**src/rtl/spi_mem_bridge.sv**
```systemverilog
// SPI frame command decoder bridging a 16-bit SPI word port to the sdram_controller host port.
// Decodes register reads, memory writes and memory reads; stages responses in tx_data.
module spi_mem_bridge #(
   parameter logic [15:0] ID_WORD    = 16'hB5A0,
   parameter int unsigned RD_TIMEOUT = 256
) (
   input  logic        clk,
   input  logic        rst,
   input  logic        rx_valid,
   input  logic [15:0] rx_data,
   output logic [15:0] tx_data,
   output logic [31:0] mem_wr_addr,
   output logic [15:0] mem_wr_data,
   output logic        mem_wr_enable,
   output logic [31:0] mem_rd_addr,
   output logic        mem_rd_enable,
   input  logic [15:0] mem_rd_data,
   input  logic        mem_rd_ready,
   input  logic        mem_busy
);

   localparam int unsigned TW = $clog2(RD_TIMEOUT + 1);
   localparam logic [TW-1:0] TIMER_LAST = TW'(RD_TIMEOUT - 1);

   typedef enum logic [2:0] {
      IDLE, ADDR_LO, ADDR_HI, WR_DATA, WR_ISSUE, RD_ISSUE, RD_WAIT
   } state_t;

   state_t        state;
   logic          is_write;
   logic [31:0]   addr_q;
   logic [15:0]   data_q;
   logic [7:0]    err_cnt;
   logic [15:0]   wr_cnt;
   logic [15:0]   rd_last;
   logic          timeout_f;
   logic          overrun_f;
   logic          rd_valid_f;
   logic [TW-1:0] timer;
   logic [15:0]   reg_rd_c;

   // Register file read mux, indexed by the low byte of the command frame
   always_comb begin
      reg_rd_c = 16'h0000;
      case (rx_data[7:0])
         8'h00:   reg_rd_c = ID_WORD;
         8'h01:   reg_rd_c = {err_cnt, 5'b0, timeout_f, overrun_f, rd_valid_f};
         8'h02:   reg_rd_c = rd_last;
         8'h03:   reg_rd_c = wr_cnt;
         default: reg_rd_c = 16'h0000;
      endcase
   end

   always_ff @(posedge clk or posedge rst) begin
      if (rst) begin
         state         <= IDLE;
         is_write      <= 1'b0;
         addr_q        <= '0;
         data_q        <= '0;
         err_cnt       <= '0;
         wr_cnt        <= '0;
         rd_last       <= '0;
         timeout_f     <= 1'b0;
         overrun_f     <= 1'b0;
         rd_valid_f    <= 1'b0;
         timer         <= '0;
         tx_data       <= '0;
         mem_wr_addr   <= '0;
         mem_wr_data   <= '0;
         mem_wr_enable <= 1'b0;
         mem_rd_addr   <= '0;
         mem_rd_enable <= 1'b0;
      end else begin
         case (state)
            IDLE: begin
               if (rx_valid) begin
                  if (rx_data[15:8] == 8'h80) begin
                     tx_data <= reg_rd_c;
                     if (rx_data[7:0] == 8'h01) begin
                        timeout_f <= 1'b0;
                        overrun_f <= 1'b0;
                     end
                  end else if (rx_data == 16'hC000 || rx_data == 16'hC100) begin
                     is_write <= rx_data[8];
                     state    <= ADDR_LO;
                  end else if (err_cnt != 8'hFF) begin
                     err_cnt <= err_cnt + 8'd1;
                  end
               end
            end
            ADDR_LO: begin
               if (rx_valid) begin
                  addr_q[15:0] <= rx_data;
                  state        <= ADDR_HI;
               end
            end
            ADDR_HI: begin
               if (rx_valid) begin
                  addr_q[31:16] <= rx_data;
                  if (is_write) begin
                     state <= WR_DATA;
                  end else begin
                     // Issue straight away when the controller is free
                     state <= RD_ISSUE;
                     if (!mem_busy) begin
                        mem_rd_enable <= 1'b1;
                        mem_rd_addr   <= {rx_data, addr_q[15:0]};
                     end
                  end
               end
            end
            WR_DATA: begin
               if (rx_valid) begin
                  data_q <= rx_data;
                  state  <= WR_ISSUE;
                  if (!mem_busy) begin
                     mem_wr_enable <= 1'b1;
                     mem_wr_addr   <= addr_q;
                     mem_wr_data   <= rx_data;
                     wr_cnt        <= wr_cnt + 16'd1;
                  end
               end
            end
            WR_ISSUE: begin
               if (rx_valid) overrun_f <= 1'b1;
               if (mem_wr_enable) begin
                  mem_wr_enable <= 1'b0;
                  state         <= IDLE;
               end else if (!mem_busy) begin
                  mem_wr_enable <= 1'b1;
                  mem_wr_addr   <= addr_q;
                  mem_wr_data   <= data_q;
                  wr_cnt        <= wr_cnt + 16'd1;
               end
            end
            RD_ISSUE: begin
               if (rx_valid) overrun_f <= 1'b1;
               if (mem_rd_enable) begin
                  mem_rd_enable <= 1'b0;
                  timer         <= '0;
                  state         <= RD_WAIT;
               end else if (!mem_busy) begin
                  mem_rd_enable <= 1'b1;
                  mem_rd_addr   <= addr_q;
               end
            end
            RD_WAIT: begin
               if (rx_valid) overrun_f <= 1'b1;
               if (mem_rd_ready) begin
                  rd_last    <= mem_rd_data;
                  tx_data    <= mem_rd_data;
                  rd_valid_f <= 1'b1;
                  state      <= IDLE;
               end else if (timer == TIMER_LAST) begin
                  tx_data   <= 16'hDEAD;
                  timeout_f <= 1'b1;
                  state     <= IDLE;
               end else begin
                  timer <= timer + TW'(1);
               end
            end
            default: state <= IDLE;
         endcase
      end
   end

endmodule

```
**config.mk**
```make
export PLATFORM = sky130hd
export DESIGN_NAME = spi_mem_bridge
export DESIGN_NICKNAME = d
export VERILOG_FILES = /design/src/rtl/spi_mem_bridge.sv
export SDC_FILE = /design/constraint.sdc
export NUM_CORES = 1
export LEC_CHECK = 0
export CAP_MARGIN = 5
export CORE_MARGIN = 2
export CORE_UTILIZATION = 40
export DETAILED_ROUTE_END_ITERATION = 8
export PLACE_DENSITY = 0.68
export REMOVE_ABC_BUFFERS = 1
export SLEW_MARGIN = 20
export SYNTH_ARGS = -nofsm -noshare
export SYNTH_HDL_FRONTEND = slang
export SYNTH_SLANG_ARGS = --single-unit
```
**constraint.sdc**
```tcl
create_clock -name clk -period 13.6 [get_ports clk]
set_input_delay 4.08 -clock clk [delete_from_list [all_inputs] [get_ports clk]]
set_output_delay 4.08 -clock clk [all_outputs]
set_load 0.02 [all_outputs]
```
After elaboration in Yosys (flattened, before gate mapping)
Index checks and enable logic that the tools add are counted.

storage, ports and cells
  flip-flop bits (word level) = 202
  bits of input ports = 37
  output and inout port bits = 98
  logic and storage cells = 142

cells by class
  add/subtract/negate cells = 3
  equal/unequal tests = 36
  muxes and demuxes = 58
  bitwise gates (word level) = 2
  reduce and logical (&&, ||, !) cells = 25

operators by type and width
  cell                                                             number
  32-bit 2-to-1 mux                                                8
  16-bit 2-to-1 mux                                                11
  32-bit one-hot mux with 2 select lines                           2
  16-bit one-hot mux with 2 select lines                           3
  16-bit one-hot mux with 4 select lines                           1
  2-bit inequality test, second input constant                     20
  3-bit 2-to-1 mux                                                 11
  16-bit == test, second input constant                            2
  9-bit 2-to-1 mux                                                 3
  3-bit one-hot mux with 7 select lines                            1
  9-bit one-hot mux with 2 select lines                            1
  16-bit by 1-bit adder with 16-bit output, second input constant  1
  8-bit by 2-bit == test with 1-bit output, second input constant  2
  4-bit AND reduction                                              4
  5-bit AND reduction                                              3
  1-bit 2-to-1 mux                                                 13
  6-bit AND reduction                                              2
  2-bit nonzero test                                               5
  9-bit by 1-bit adder with 9-bit output, second input constant    1
  3-bit == test, second input constant                             3
  9-bit by 8-bit == test with 1-bit output, second input constant  1
  9-bit AND reduction                                              1
  8-bit by 1-bit adder with 8-bit output, second input constant    1
  8-bit by 1-bit == test with 1-bit output, second input constant  1
  other kinds (14)                                                 23

Longest topological paths before layout
  depth after elaboration = 6
  gate-level depth with buffers = 10
  gate-level depth less buffers = 9

Worst setup path before layout
OpenSTA, ideal clock, no wires.

  path kind = input-to-reg
  start = input rx_valid
  end = register mem_rd_addr[0]
  setup time = 0.125 ns
  arrival time = 5.392 ns
  required time = 13.475 ns
  setup slack = 8.083 ns
  stages on the path = 6
  path buffers = 1
  cells stage by stage = nor2b_1 -> nand2_1 -> o32a_1 -> nor2_2 -> buf_4 -> mux2_2

between the ends
  longest elaborated chain between the ends = 2

ends and longest elaborated chain
  item                             RTL line  text
  from (decl)                      9         input logic rx_valid,
  2-bit inequality test (no line)  n/a
  6-bit AND reduction (no line)    n/a
  to (signal assigned)             107       mem_rd_addr <= {rx_data, addr_q[15:0]};
  to (signal assigned)             144       mem_rd_addr <= addr_q;
  to (decl)                        15        output logic [31:0] mem_rd_addr,

Every way passes these cells.
A chain may end at the register's enable or synchronous reset.

Final worst setup path
  start = input rx_valid
  end = register mem_rd_addr[26]

Same word-level chain as after synthesis.

==> summary.txt <==
Synth
  – Library cells used by synthesis: 44
  – Top-area cell type share of the netlist area: 57.3%
  – Post-synth top area cell: dfrtp_1
  – EDFF count, synth: 0
  – Synthesized instance count: 725
  – Async S/R FF share, synth: 100%
  – Top cells by count, synth: dfrtp_1, mux2_2, nand2_1, nor2_1, o21ai_0
  – Flop and latch count out of synthesis: 202
  – Ys flop type: dfrtp_1
  – Post-synth design cell area: 8830 um^2
  – Top post-synthesis cells by area: dfrtp_1, mux2_2, nand2_1
  – Cell with the most instances after synthesis: dfrtp_1
  – YS warnings: 0
  – Register area share after synthesis: 57.3%
  – Synth Area per Inst: 12.2 um^2

STA
  – TNS Setup: 0 ps
  – Slew Viols, Final: 0
  – RSZ-0062 raised after global routing: false
  – Worst Tran Pin Value: 1080 ps
  – Period utilization: 45.9%
  – Setup Skew: 14.8 ps
  – Final setup fails: 0
  – Fin. Hold Viols: 0
  – Fmax: 160 MHz
  – Worst slew margin: 27.8%
  – Minimum clock period: 6240 ps

Routing
  – Wirelength per Cell: 17.1 um
  – Initial DRC count: 243
  – Vias/cell: 5.15
  – Routed Antenna Nets: 0
  – DRT Pass-1 Iters: 4
  – Final WL: 19700 um
  – Via count: 5921
  – Residual DRC: 0

Worst hold path
  – Hold Startpoint: wr_cnt[15]
  – Worst hold path type: flop to flop

Placement
  – Port Buffer Count: 134
  – Gpl congestion: 0.790
  – Detailed Place HPWL: 12800 um
  – Placed standard-cell area: 10400 um^2

Clock network
  – Clock tree root driver cell: clkbuf_16
  – Clk sinks: 202
  – Clk slew on worst S/H paths: 60 ps
  – Postcts setup bufs: 0
  – H-tree Lvls: 1
  – Clock Latency Late Sink: 500 ps
  – Post-CTS sizing: 0
  – Inserted Clock Buffers: 22
  – CTS tree: yes
  – Maximum buffer depth of the clock tree: 3
  – Hold bufs inserted after CTS: 0

Final layout
  – Finished Cell Area: 11200 um^2
  – Nets: 896
  – Layout fillers: 1959
  – Utilization after layout: 51.4%
  – Share of post-route cells with drive strength above 1: 23.1%
  – Synth-to-layout area growth: 26.7%
  – N_diodes: 0

GRT
  – Initial antenna violation count: 0
  – GRT overflow: 0
  – Vias in the first global route: 6223
  – GR Util met2: 27.6%
  – Met3 Use GR: 5.09%
  – Global-route wire length before repair: 33000 um
  – Largest net degree at the start of global routing: 130
  – GRT Util Overall: 17.0%
  – Most used routing layer: met2
  – Met1 Usage GRT: 22.9%

Setup path
  – Worst-path fanout max: 32
  – Crit path kind: primary input to flop
  – Arrival time worst endpoint: 6630 ps
  – R2R Path Start: state[0]
  – Worst setup EP type: flop
  – Startpoint types: primary input
  – Worst setup startpoint: rx_valid
  – Critical Path RT: 13990 ps
  – R2R setup slack: 10760 ps

Floorplanning
  – Die X: 153 um
  – Die Area: 23300 um^2
  – Initial Utilization: 40.6%
  – # IOs: 135
  – Std-Cell Rows: 54
  – Die Height: 153 um
  – Core box area: 21800 um^2

Outcome
  – Status: finished clean

Pwr
  – Pwr Density: 206 nW/um^2
  – Maximum VDD drop: 0.132 mV
  – Leak: 4.91 nW

Run
  – Maxcap violations: 0
[layout make-up]
class / instances / area (um^2) / area share (%)
inverter: 12 / 52.6 / 0.470
tap: 280 / 350 / 3.13
sequential: 202 / 5050 / 45.2
clock buffer: 29 / 637 / 5.69
timing repair buffer: 142 / 1400 / 12.5
clock inverter: 10 / 118 / 1.05
multi-input combinational: 475 / 3570 / 31.9
[worst paths after layout]
path / to / cells past startpoint
max in group asynchronous: err_cnt[3] / 3
min in group asynchronous: tx_data[4] / 2
hold / removal: wr_cnt[15] / 1
setup / recovery: mem_rd_addr[26] / 6
hold reg to reg: wr_cnt[15] / 1
setup reg to reg: mem_wr_addr[8] / 4
[cells in the final DEF, fill, tap and decap left out, types with 6 or more instances in the layout]
master	synthesis	routed
dfrtp_1	202	202
a22o_1	6	6
nand3_1	16	16
clkdlybuf4s50_1	0	134
nand2_1	81	81
clkbuf_8	0	6
clkbuf_16	0	22
o21ai_0	27	26
a21oi_1	22	22
nand4_1	7	7
xnor2_1	20	20
mux2_2	142	142
inv_1	12	11
o211ai_1	7	7
mux2i_1	23	23
and3_1	6	6
xor2_1	6	6
nor2_1	51	50
a31oi_1	16	16
buf_4	7	8
[sequential cells by signal, indices dropped and copies added (netlist names)]
register / cells
addr_q: 32
rd_last: 16
state: 3
timeout_f: 1
tx_data: 16
mem_wr_enable: 1
is_write: 1
overrun_f: 1
mem_wr_data: 16
wr_cnt: 16
err_cnt: 8
mem_wr_addr: 32
rd_valid_f: 1
data_q: 16
timer: 9
mem_rd_enable: 1
mem_rd_addr: 32
[through the flow]
step	cells	total power, mW	hold WS, ps	setup slack [ps]
detailed placement	1111	1.71	462	6800
finish	1150	2.31	468	7360
global route	1150	2.45	496	7200
global placement	1111	1.69	449	6910
CTS	1150	2.34	472	7310
floorplan	689	1.36	435	4010
[routing by layer]
layer / part of all wire, % / up-vias / wire length [um]
met5: 0 / - / 0
met3: 7.1 / 28 / 1400
met1: 45 / 2927 / 8950
met4: 1.9 / 0 / 382
li1: - / 2806 / -
met2: 45 / 160 / 8950
[where the power goes]
part | leakage [nW] | total, mW | switching [mW] | internal [mW]
registers | 2.62 | 0.973 | 0.153 | 0.820
clock network | 0.375 | 0.611 | 0.243 | 0.369
logic | 1.92 | 0.725 | 0.339 | 0.386
[critical path: stages]
cell,delay [ps]
clkdlybuf4s50_1,510
nor2b_1,260
nand2_1,190
o32a_1,380
nor2_4,760
mux2_2,430
[kinds of logic (layout without fill, tap and decap cells)]
logic type,after synthesis,in the layout,share of synthesized area [%]
xor gates and xnor gates,26,26,2.58
adders and majority gates,4,4,0.567
buffers and inverters,48,193,2.55
muxes,165,165,20.7
DFF,202,202,57.3
AOI/OAI and AO/OA,85,85,5.85
and+or+nand+nor,195,195,10.5
Power figures use the tool's default switching activity.
